`src/rtl/averager_sequencer.sv`:
```
// averager_sequencer: timing and address sequencer for the BRAM averaging datapath
// Ports: clk, resetn (async active-low); clken sample enable; restart start/re-align pulse;
//   count_max last fast index; avg_target frames per average (0 = continuous);
//   init/wen/address accumulator controls delayed OUT_LATENCY; ready completion pulse
//   aligned with the final delayed wen; busy while running; n_avg frames in last average.
module averager_sequencer #(
    parameter int FAST_COUNT_WIDTH = 5,
    parameter int SLOW_COUNT_WIDTH = 10,
    parameter int CH_LOG2 = 1,
    parameter int OUT_LATENCY = 2
) (
    input  logic                                clk,
    input  logic                                resetn,
    input  logic                                clken,
    input  logic                                restart,
    input  logic [FAST_COUNT_WIDTH-1:0]         count_max,
    input  logic [SLOW_COUNT_WIDTH-1:0]         avg_target,
    output logic                                init,
    output logic                                wen,
    output logic [CH_LOG2+FAST_COUNT_WIDTH-1:0] address,
    output logic                                ready,
    output logic                                busy,
    output logic [SLOW_COUNT_WIDTH-1:0]         n_avg
);
    localparam int FW = FAST_COUNT_WIDTH;
    localparam int SW = SLOW_COUNT_WIDTH;
    localparam int AW = CH_LOG2 + FW;
    localparam int PW = 3 + AW + SW;
    typedef enum logic [1:0] {IDLE, RUN, DONE} state_t;
    state_t            state_q, state_d;
    logic [FW-1:0]     fc_q, fc_d, cm_q, cm_d;
    logic [CH_LOG2-1:0] ch_q, ch_d;
    logic [SW-1:0]     sc_q, sc_d, sc1, n_avg_q, n_avg_d;
    logic              first_q, first_d, pend_q, pend_d;
    logic              issue, frame_end, finish;
    // each stage carries {ready, init, wen, address, completed count}
    logic [PW-1:0]     pipe_q [OUT_LATENCY];
    logic [PW-1:0]     pipe_in [OUT_LATENCY];
    always_comb begin
        state_d = state_q;
        fc_d = fc_q;
        ch_d = ch_q;
        sc_d = sc_q;
        cm_d = cm_q;
        first_d = first_q;
        pend_d = pend_q;
        issue = (state_q == RUN) && clken;
        frame_end = issue && (fc_q == cm_q) && (&ch_q);
        sc1 = (&sc_q) ? sc_q : sc_q + 1'b1;
        // a restart arriving on the frame-end cycle counts as already pending
        finish = frame_end && (pend_q || restart || (avg_target != '0 && sc1 == avg_target));
        if (state_q != RUN) begin
            if (restart) begin
                state_d = RUN;
                first_d = 1'b1;
                cm_d = count_max;
                fc_d = '0;
                ch_d = '0;
                sc_d = '0;
                pend_d = 1'b0;
            end
        end else begin
            pend_d = pend_q || restart;
            if (issue) begin
                fc_d = (fc_q == cm_q) ? '0 : fc_q + 1'b1;
                ch_d = (fc_q == cm_q) ? ch_q + 1'b1 : ch_q;
                if (frame_end) begin
                    cm_d = count_max;
                    first_d = finish;
                    sc_d = finish ? '0 : sc1;
                    pend_d = 1'b0;
                    state_d = (finish && !(pend_q || restart)) ? DONE : RUN;
                end
            end
        end
        pipe_in[0] = {finish, issue && first_q, issue, ch_q, fc_q, sc1};
        for (int i = 1; i < OUT_LATENCY; i++) pipe_in[i] = pipe_q[i-1];
        // n_avg is loaded on the same edge that presents ready
        n_avg_d = pipe_in[OUT_LATENCY-1][PW-1] ? pipe_in[OUT_LATENCY-1][SW-1:0] : n_avg_q;
    end
    always_ff @(posedge clk or negedge resetn) begin
        if (!resetn) begin
            state_q <= IDLE;
            fc_q <= '0;
            ch_q <= '0;
            sc_q <= '0;
            cm_q <= '0;
            first_q <= 1'b0;
            pend_q <= 1'b0;
            n_avg_q <= '0;
            for (int i = 0; i < OUT_LATENCY; i++) pipe_q[i] <= '0;
        end else begin
            state_q <= state_d;
            fc_q <= fc_d;
            ch_q <= ch_d;
            sc_q <= sc_d;
            cm_q <= cm_d;
            first_q <= first_d;
            pend_q <= pend_d;
            n_avg_q <= n_avg_d;
            for (int i = 0; i < OUT_LATENCY; i++) pipe_q[i] <= pipe_in[i];
        end
    end
    assign {ready, init, wen, address} = pipe_q[OUT_LATENCY-1][PW-1:SW];
    assign busy = (state_q == RUN);
    assign n_avg = n_avg_q;
endmodule

```
`config.mk`:
```
export PLATFORM = sky130hd
export DESIGN_NAME = averager_sequencer
export DESIGN_NICKNAME = d
export VERILOG_FILES = /design/src/rtl/averager_sequencer.sv
export SDC_FILE = /design/constraint.sdc
export NUM_CORES = 1
export LEC_CHECK = 0
export BUFFER_PORTS_ARGS = -buffer_cell sky130_fd_sc_hd__buf_2
export CELL_PAD_IN_SITES_DETAIL_PLACEMENT = 1
export CELL_PAD_IN_SITES_GLOBAL_PLACEMENT = 2
export CORE_AREA = 8 8 98 100
export DETAILED_ROUTE_END_ITERATION = 8
export DIE_AREA = 0 0 106 108
export GPL_TIMING_DRIVEN = 1
export MAX_ROUTING_LAYER = met4
export PLACE_DENSITY = 0.8
export RECOVER_POWER = 25
export SYNTH_ARGS = -nofsm -noshare
export SYNTH_HDL_FRONTEND = slang
export SYNTH_SLANG_ARGS = --single-unit
```
`constraint.sdc`:
```
create_clock -name clk -period 3.3 [get_ports clk]
set_input_delay 0.99 -clock clk [delete_from_list [all_inputs] [get_ports clk]]
set_output_delay 0.99 -clock clk [all_outputs]
set_load 0.03 [all_outputs]
```
### Word level (Yosys, flattened, before mapping)

Cells that the tools add are included.

* flip-flop bits (word level): 73
* output and inout port bits: 20
* logic and storage cells: 66

* add/sub/neg operators: 3
* equal/unequal tests: 5
* multiplexer cells: 30
* reductions and logical operators: 18

Operator list (number)
* $mux W10: 6
* $mux W5: 8
* $mux W1: 11
* $add A10 B1 Y10 const B: 1
* $eq A10 B10 Y1: 1
* $mux W2: 5
* $reduce_and A10 Y1: 1
* $reduce_bool A10 Y1: 1
* $logic_and A1 B1 Y1: 7
* $reduce_and A3 Y1: 2
* $reduce_bool A2 Y1: 3
* $add A5 B1 Y5 const B: 1
* $eq A5 B5 Y1: 1
* $eq A2 B1 Y1 const B: 1
* $logic_or A1 B1 Y1: 2
* $ne A2 B1 Y1 const B: 1
* $ne A2 B2 Y1 const B: 1
* $reduce_and A2 Y1: 1
* $add A1 B1 Y1 const B: 1
* $logic_not A1 Y1: 1

### Longest topological paths before layout

Gate-level depths: netlist of the first run.

* depth after elaboration: 11
* gate-level depth with buffers: 11

### Least setup slack after synthesis of the first run

OpenSTA, ideal clock, no wires.

* path type: input port to flip-flop
* start: input clken
* end: register sc_q[0]
* arrival: 2487 ps
* required time: 3236 ps
* setup slack: 749 ps
* cell stages on the path: 8
* path buffers: 1
* path through: and3b_1 > clkbuf_1 > nand2_1 > or3_1 > and2_1 > or3_1 > a211oi_1 > a21o_1

* cells in the longest elaborated chain, start to end: 8
* elaborated cells between the ends (all ways): 11

RTL lines
* start, declared: line 14 `input logic clken,`
* $logic_and A1 B1 Y1 *: line 47 `issue = (state_q == RUN) && clken;`
* named net issue: line 35 `logic issue, frame_end, finish;`
* $logic_and A1 B1 Y1 (2 in a row): line 48 `frame_end = issue && (fc_q == cm_q) && (&ch_q);`
* $logic_and A1 B1 Y1: line 51 `finish = frame_end && (pend_q || restart || (avg_target != '0 && sc1 == avg_target));`
* $mux W10: line 70 `sc_d = finish ? '0 : sc1;`
* $mux W10: line 67 `if (frame_end) begin`
* $mux W10: line 64 `if (issue) begin`
* $mux W10: line 52 `if (state_q != RUN) begin`
* end signal, assigned: line 86 `sc_q <= '0;`
* end signal, assigned: line 96 `sc_q <= sc_d;`
* end, declared: line 33 `logic [SW-1:0] sc_q, sc_d, sc1, n_avg_q, n_avg_d;`

Mark *: on every way through the listed nets, which the timed path passes. The rest lies on a longest branch. The select of a mux whose other input is x is not followed.
A chain may end at the register's enable or synchronous reset.

### Final worst setup path of the first run

* start: register sc_q[1]
* end: register sc_q[6]

* cells in the longest elaborated chain, start to end: 10
* elaborated cells between the ends (all ways): 11

RTL lines
* $add A10 B1 Y10 / $reduce_and A10 Y1 (equally long branches): line 49 `sc1 = (&sc_q) ? sc_q : sc_q + 1'b1;`
* $mux W10 *: line 49
* $eq A10 B10 Y1: line 51
* $logic_and A1 B1 Y1: line 51
* $logic_or A1 B1 Y1: line 51
* $logic_and A1 B1 Y1: line 51
* $mux W10 *: line 70
* $mux W10 *: line 67
* $mux W10 *: line 64
* $mux W10 *: line 52

Every way passes the cells marked *; elsewhere a longest branch is shown, timed or not. The select of a mux whose other input is x is not followed.

==> results of run 1 <==
## through the flow
stage               area, um^2  worst slack, ns  cells  utilization, %  power, W
floorplan                 2905           0.7488    276               -  0.001692
global placement          3207           0.3720    412           39.83  0.001922
detailed placement        3207           0.1970    412           39.83  0.001957
CTS                       3435           0.2587    428           42.66  0.002728
global route              3432         0.009894    428           42.63  0.002863
finish                    3432           0.3195    428           42.63  0.002691
## timing repair
item                       CTS  global route
setup endpoints to repair    0             8
gates resized for setup      0             1
buffers inserted             0             0
## worst paths after layout
check / from / to / slack (ns) / depth (start not counted)
max in group asynchronous: resetn / sc_q[7] / 1.15 / 2
min in group asynchronous: resetn / sc_q[5] / 0.66 / 1
worst min-delay path: pipe_in[10] / address[0] / 0.34 / 0
worst max register to register: sc_q[1] / sc_q[6] / 0.32 / 9
worst min register to register: pipe_in[10] / address[0] / 0.34 / 0
worst max-delay path: sc_q[1] / sc_q[6] / 0.32 / 9
## power groups by stage
| stage | registers, W | logic [W] | clock network (W) |
|---|---|---|---|
| 2_1_floorplan | 0.00128 | 0.000412 | 0 |
| 3_3_place_gp | 0.00118 | 0.000741 | 0 |
| 3_5_place_dp | 0.00120 | 0.000762 | 0 |
| 4_1_cts | 0.00118 | 0.000768 | 0.000777 |
| 5_1_grt | 0.00122 | 0.000833 | 0.000811 |
| 6_report | 0.00118 | 0.000755 | 0.000758 |
## cell usage after synthesis (2+ instances only)
library cell,n,area [um^2]
sky130_fd_sc_hd__xor2_1,6,52.55
sky130_fd_sc_hd__xnor2_1,10,87.58
sky130_fd_sc_hd__and2_1,3,18.77
sky130_fd_sc_hd__dfrtp_1,63,1577
sky130_fd_sc_hd__a211oi_1,2,15.01
sky130_fd_sc_hd__inv_1,7,26.28
sky130_fd_sc_hd__buf_4,5,37.54
sky130_fd_sc_hd__nand2_1,42,157.7
sky130_fd_sc_hd__o21ai_0,8,40.04
sky130_fd_sc_hd__buf_2,4,20.02
sky130_fd_sc_hd__nand3_1,7,35.03
sky130_fd_sc_hd__a21oi_1,9,45.04
sky130_fd_sc_hd__nand2b_1,7,43.79
sky130_fd_sc_hd__o31ai_1,2,15.01
sky130_fd_sc_hd__a22o_1,3,26.28
sky130_fd_sc_hd__nor4_1,2,12.51
sky130_fd_sc_hd__nor2_1,20,75.07
sky130_fd_sc_hd__or3_1,2,12.51
sky130_fd_sc_hd__mux2_2,11,123.9
sky130_fd_sc_hd__ha_1,2,25.02
sky130_fd_sc_hd__o21a_1,3,22.52
sky130_fd_sc_hd__or2_2,2,12.51
sky130_fd_sc_hd__a2111oi_2,2,30.03
sky130_fd_sc_hd__and4_1,3,26.28
sky130_fd_sc_hd__clkbuf_1,6,22.52
sky130_fd_sc_hd__nand4_1,4,25.02
sky130_fd_sc_hd__mux2i_1,2,20.02
sky130_fd_sc_hd__nand3b_1,2,15.01
sky130_fd_sc_hd__a21o_1,3,22.52
sky130_fd_sc_hd__o22ai_1,5,31.28
sky130_fd_sc_hd__and3_1,2,12.51
sky130_fd_sc_hd__and3b_1,2,17.52
sky130_fd_sc_hd__nor3_1,6,30.03
## worst reg2reg max path: cells and delay by family (launching register included)
kind | cells | cell delay, ns
AO/OA/AOI/OAI | 3 | 0.79
flip-flops | 1 | 0.51
AND/OR/NAND/NOR | 4 | 0.98
buffers and inverters | 1 | 0.19
adder cells (fa/ha/maj) | 1 | 0.38
## cell type report
type	count	area, um^2	area share [%]
flip-flops and latches	63	1577	45.94
repair buffers	46	245.2	7.145
well taps	105	131.4	3.828
multi-input cells	190	1221	35.58
clock buffers	9	123.9	3.609
inverters	8	30.03	0.8750
clock inverters	7	103.9	3.026
## sequential cells by signal, summed over array words and instances (netlist names)
register and count:
sc_q 10, cm_q 5, ready 1, fc_q 5
init 1, n_avg 10, state_q 2, wen 1
first_q 1, ch_q 1, pipe_in 19, address 6
pend_q 1
## per-layer routing
metal,vias to the layer above,global-route usage [%]
li1,1056,-
met1,1068,18.10
met2,47,20.02
met3,8,2.439
met4,0,6.332
met5,-,-
## kinds of logic after synthesis
family          Yosys count  share of synthesized area, %
buf+inv                  23                         3.790
simple gates            111                         19.55
xor+xnor                 16                         4.823
flops                    63                         54.26
fa+ha+maj                 2                        0.8612
mux                      13                         4.953
compound gates           48                         11.76
==> results.md, run 1 <==
STA:
- The number of failing hold endpoints at the final stage is 0.
- The tightest hold path in the finished design has a slack of 0.3425 ns.
- The final setup violation count is 0.
- The total count of max-transition violations in the final report is 0.
- Summed over all failing endpoints, the final setup total negative slack is 0 ns.
- The maximum frequency from static timing analysis is 335.5 MHz.
- At the pin with the least slew margin, the transition time is 1.173 ns.
- In the finished design, the share of the clock period the worst path needs comes to 90.32%.
- Setup repair after global routing left no endpoint under its margin.
- The max-slew headroom at the worst pin is 21.81%.
- The worst clock skew on the final layout is 0.01395 ns.
- The clock period could shrink to 2.981 ns.

Synth:
- For this run, the number of Yosys warnings is 0.
- The number of different library cells in the post-synthesis netlist is 52.
- The share of synthesized area occupied by flip-flops and latches is 54.26%.
- The post-synthesis average cell area is 10.53 um^2.
- Synthesis produced a netlist with a net count of 297.
- The number of enable flip-flop cells after synthesis is 0.
- The number of cells produced by synthesis is 276.
- In the synthesized netlist the dominant register cell turns out to be sky130_fd_sc_hd__dfrtp_1.
- In this run the cell area of the synthesized design comes to 0.002905 mm^2.
- Counting flops and latches in the post-synthesis netlist gives 63.
- After synthesis, the share of flip-flops with an asynchronous set or reset is 100.0%.

Clocking:
- The TritonCTS clock tree is yes.
- The clock drives 63 sinks.
- The tree is rooted in a sky130_fd_sc_hd__clkbuf_8.
- After clock tree synthesis, the clock-pin slew on the worst setup and hold paths is 0.09 ns.
- No sink is reached through more buffers than the 2 on the longest clock path.
- At the later pin of the worst-skew pair, clock insertion delay measures 0.34 ns.
- Clock tree synthesis inserted a total of 9 buffers.
- After clock tree synthesis, the flow added hold-fix buffers numbering 0.
- CTS built an H-tree with a depth of 3.

Setup path:
- Data on the critical path is required at its endpoint by 3.50 ns.
- The cell with the largest stage delay on the worst path is sky130_fd_sc_hd__a2111oi_0.
- The kind of start point of the critical path is a register.
- For the worst setup path, the data arrival time is 3.18 ns.
- Together, buffers and inverters on the worst path number 1.
- Walking the worst path, the cells encountered are ha_2 > nand3_4 > nor4_1 > o21ai_0 > a2111oi_0 > buf_4 > and4_1 > nand2b_1 > o21ai_1.
- The kind of critical path is reg -> reg.
- The critical-path maximum fanout is 9.
- The largest incremental delay on the critical path is 0.53 ns.
- The cell family contributing the most delay on the critical path is simple AND/OR/NAND/NOR gates.
- The critical path capture point type is a register.

Detailed routing:
- After detailed routing, no signal wire sits above met4.
- The met3 routed wirelength is 297 um.
- The routed layout has 2179 vias.
- The detailed router put a total of 3571 um of wire on met1.
- The first-pass detailed-route iteration total is 4.
- The initial detailed-routing violation count is 91.
- The post-route antenna net violation count is 0.
- Using the TritonRoute via totals, the vias-per-cell ratio works out to 5.091.
- After detailed routing, the average wire length per cell comes to 16.75 um.
- The total routed wirelength is 7167 um.
- The remaining routing DRC violations is 0.
- The met2 routed wirelength is 3193 um.

Finish:
- The synthesis-to-finish area growth is 18.13%.
- Cells with a size suffix above 1 make up 25.39% of the layout.
- The net count of the finished layout is 339.
- The most common cell after layout, fill and taps aside is sky130_fd_sc_hd__dfrtp_1.
- The library cells used most frequently in the layout, excluding fill and tap cells, are sky130_fd_sc_hd__dfrtp_1, sky130_fd_sc_hd__nand2_1, sky130_fd_sc_hd__buf_2.
- After filler insertion, the fill cell instance count of the layout stands at 913.
- The repair_antennas step left the layout with diodes totalling 0.

Power and ir drop:
- The clock network is responsible for 28.2% of the overall power.
- The cell internal power dissipation is 0.001727 W.
- The reported net switching power is 0.0009634 W.
- The standby leakage power is 1.591 nW.
- Of the total power, registers draw 43.8%.
- The ratio of total power to cell area is 784.0 mW/mm^2.
- The highest ir drop seen on vdd is 212.0 uV.
- The switching part of the total power is 35.80%.
- The relative contribution of combinational cells to total power is 28.0%.

Die:
- The width of the die is 106 um.
- The floorplan step set the die height to 108 um.
- The core region area is 0.008051 mm^2.
- The row count is 33.
- Once the floorplan was initialized, standard cells occupied 36.08% of the core.
- The I/O pin count is 39.
- The die area is 0.01145 mm^2.

GRT:
- Across every metal layer, demand over resource in global routing totals 13.69%.
- The overflow left after global routing is 0.
- The number of global-route vias before repair is 2282.
- The wire length of the first global-routing pass is 12010 um.
- The initial antenna violation count is 0.
- The pin count of the biggest net entering global routing is 33.

Status:
- The run finished with clean final reports.

Job:
- The number of max-capacitance violations reported is 0.

Hold path:
- The tightest min-delay check is of the reg -> reg type.

Placement:
- The detailed-placement wirelength estimate is 5353 um.
- The number of I/O port buffers is 38.
- At the end of routability-driven placement, the weighted congestion stood at 0.8478.
Note: power is estimated with default switching activity, not from simulation.
==> run 2, diff against run 1 <==
--- a/config.mk
+++ b/config.mk
@@ -8,12 +8,12 @@
 export BUFFER_PORTS_ARGS = -buffer_cell sky130_fd_sc_hd__buf_2
 export CELL_PAD_IN_SITES_DETAIL_PLACEMENT = 1
 export CELL_PAD_IN_SITES_GLOBAL_PLACEMENT = 2
-export CORE_AREA = 8 8 98 100
+export CORE_AREA = 8 8 96 98
 export DETAILED_ROUTE_END_ITERATION = 8
-export DIE_AREA = 0 0 106 108
+export DIE_AREA = 0 0 104 106
 export GPL_TIMING_DRIVEN = 1
 export MAX_ROUTING_LAYER = met4
-export PLACE_DENSITY = 0.8
+export PLACE_DENSITY = 0.83
 export RECOVER_POWER = 25
 export SYNTH_ARGS = -nofsm -noshare
 export SYNTH_HDL_FRONTEND = slang
==> constraint.sdc (replaced) <==
create_clock -name clk -period 3.62 [get_ports clk]
set_input_delay 1.086 -clock clk [delete_from_list [all_inputs] [get_ports clk]]
set_output_delay 1.086 -clock clk [all_outputs]
set_load 0.03 [all_outputs]
==> run 2 against run 1 <==
Compared with the run above: the run now ends with max-capacitance violations, max-slew violations left; register-to-register slack gained 0.11 ns; non-clock buffer count is 4 lower; design area decreased by 0.44%; first-iteration DRC count increased by 23%; largest cell class unchanged.
==> results.md, run 2 (synthesis gave the netlist of run 1 again) <==
Clocking:
- The clock-pin slew of the registers on the worst-case setup and hold paths is 0.08 ns.
- The number of hold buffers added after CTS is 0.
- The cell at the root of the clock tree is sky130_fd_sc_hd__clkbuf_8.
- The later pin in the worst-skew pair is clocked with a latency of 0.34 ns.
- In this run, post-CTS repair resized a total of 0 instances.
- The TritonCTS clock tree is yes.
- Once the clock tree was built, the setup fixing pass inserted 0 buffers.
- The number of buffers created by CTS is 9.
- CTS built an H-tree with a depth of 3.
- The number of buffers on the longest clock path is 2.
- The total clock sinks is 63.

Setup path:
- In this design, the stage delay of the slowest critical-path cell is 0.57 ns.
- The critical path starts at sc_q[0].
- The worst register-to-register path begins at sc_q[0].
- The critical path is of the reg -> reg type.
- The slowest stage of the critical path is the sky130_fd_sc_hd__dfrtp_1 cell.
- STA classifies the critical path startpoint as a register.
- Walking the worst path, the cells encountered are ha_2 > nand3_4 > nor3_2 > buf_4 > mux2_2 > a221oi_1 > and4_1 > nand2b_1 > o22ai_1.
- The count of buffering cells on the critical path with inverters included is 1.
- STA classifies the critical path endpoint as a register.
- The critical path arrival is 3.40 ns.
- The worst path required time is 3.82 ns.
- Along the worst path, the maximum fanout reaches 10.
- Grouping stages by cell kind, the critical path spends the most delay in simple AND/OR/NAND/NOR gates.

Power and ir drop:
- Summed over all cells, the static leakage comes to 1.576 nW.
- The ratio of total power to cell area is 714.7 mW/mm^2.
- IR analysis of the VDD net gives a maximum drop of 209.6 uV.
- The design draws 0.002442 W.

Placement:
- In this run the tool buffered the top-level ports with 38 buffer cells.
- After detailed placement, the total cell area comes to 0.003189 mm^2.
- The detailed-placement wirelength estimate is 5252 um.
- The worst slack after detailed placement is 0.2996 ns.
- At the end of routability-driven placement, the weighted congestion stood at 0.8571.
- The number of cells after detailed placement is 408.

Detailed routing:
- In the final routed layout, each cell accounts on average for 16.45 um.
- The first-pass detailed-route iteration total is 4.
- After detailed routing, the total wire length is 6974 um.
- Detailed routing inserted a total of 2180 vias.
- The initial detailed-routing violation count is 112.
- In this run the remaining antenna-violating nets after routing total 0.
- In the routed layout, each cell is associated on average with a via count of 5.142.
- After detailed routing, the number of remaining DRC violations is 0.

Die:
- The total area inside the core boundary comes to 0.007845 mm^2.
- The I/O pin count is 39.
- The die area is 0.01102 mm^2.
- For this configuration, the core starts out at a cell density of 37.03%.
- The die is 106 um tall.
- After floorplanning, the core was divided into 33 placement rows.
- The width of the die is 104 um.

Status:
- The checks that failed: max-capacitance violations, max-slew violations.
- The run finished, with violations left.

Finish:
- The count of cells in the finished layout, fillers not included, comes to 424.
- Once layout is done, the placed cells without fillers occupy 0.003417 mm^2.
- The number of flip-flops in the largest register is 19.
- Leaving out fill and tap cells, the most frequent cell in the layout is sky130_fd_sc_hd__dfrtp_1.
- The number of diodes is 0.
- Of the cells placed in the final design, the portion with a size suffix greater than 1 is 24.76%.
- The area growth from synthesis to layout is 17.61%.
- The net count of the finished layout is 335.
- In the layout the commonest cells are sky130_fd_sc_hd__dfrtp_1, sky130_fd_sc_hd__nand2_1, sky130_fd_sc_hd__buf_2.

STA:
- The slew at the pin with the worst max-slew slack is 1.728 ns.
- The number of failing hold endpoints at the final stage came to 0.
- Setup repair after global routing left no endpoint under its margin.
- The final setup violation count is 0.
- The total count of max-transition violations in the final report is 30.
- The aggregate negative setup slack is 0 ns.
- The final worst-path setup slack is 0.4247 ns.
- The max-slew headroom at the worst pin is -15.17%.
- The worst clock skew on the final layout is 0.01021 ns.
- Dividing the final minimum period by the clock period gives 88.27%.
- The maximum frequency from static timing analysis is 313.0 MHz.
- The worst path needs 3.195 ns of the cycle, external delays included.

GRT:
- Entering global routing, the biggest net connects 35 pins.
- The wire length of the first global-routing pass is 11870 um.
- The initial antenna violation count was 0.
- The overflow left after global routing is 0.
- The number of global-route vias before repair is 2265.
- Global routing consumed, over all layers together, 13.62% of the routing resources.

Hold path:
- The worst hold path begins at pipe_in[14].
- The classification of the worst-slack hold path is reg -> reg.

Job:
- Across the run, the number of max-cap violations was 1.
## run 2: cell count changes in the layout (fill, tap and decap cells not counted), sizes merged
cell / delta
inv: +1
clkbuf: -1
clkinvlp: +1
clkinv: -2
buf: -3
## run 2: power by group
part | leakage (nW) | switching [W] | internal (W)
sequential | 0.815 | 0.000154 | 0.000922
clock | 0.111 | 0.000299 | 0.000396
combinational | 0.650 | 0.000420 | 0.000252
## run 2: area by class of cell
cell class,count,area (um^2)
Timing Repair Buffer,42,231.5
Tap cell,105,131.4
Multi-Input combinational cell,190,1221
Clock inverter,7,102.6
Sequential cell,63,1577
Inverter,8,30.03
Fill cell,899,4428
Clock buffer,9,123.9
## run 2: worst reg2reg max path, cell delays in order, from the launching register on
cell                       delay [ns]
sky130_fd_sc_hd__dfrtp_1         0.57
sky130_fd_sc_hd__ha_2            0.40
sky130_fd_sc_hd__nand3_4         0.16
sky130_fd_sc_hd__nor3_2          0.42
sky130_fd_sc_hd__buf_4           0.24
sky130_fd_sc_hd__mux2_2          0.34
sky130_fd_sc_hd__a221oi_1        0.18
sky130_fd_sc_hd__and4_1          0.30
sky130_fd_sc_hd__nand2b_1        0.33
sky130_fd_sc_hd__o22ai_1         0.13
## run 2: per-stage QoR
stage                     utilization [%]  hold slack (ns)
after global placement              40.65           0.3322
after floorplan                         -           0.3312
after CTS                           43.54           0.3572
after detailed placement            40.65           0.3363
after global routing                43.56           0.3627
final                               43.56           0.3555
## run 2: layer usage
metal | global-route usage, % | vias to the layer above | routed length, um
met3 | 3.146 | 9 | 278
li1 | - | 1038 | -
met1 | 17.71 | 1082 | 3366
met4 | 5.171 | 0 | 102
met2 | 20.30 | 51 | 3226
met5 | - | - | 0
## run 2: path summary, 6_finish.rpt
kind | to | slack [ns] | depth (start not counted)
max | sc_q[5] | 0.42 | 9
max in group asynchronous | sc_q[7] | 1.43 | 1
min | address[4] | 0.36 | 0
max reg2reg | sc_q[5] | 0.42 | 9
min in group asynchronous | n_avg[4] | 1.20 | 1
min reg2reg | address[4] | 0.36 | 0
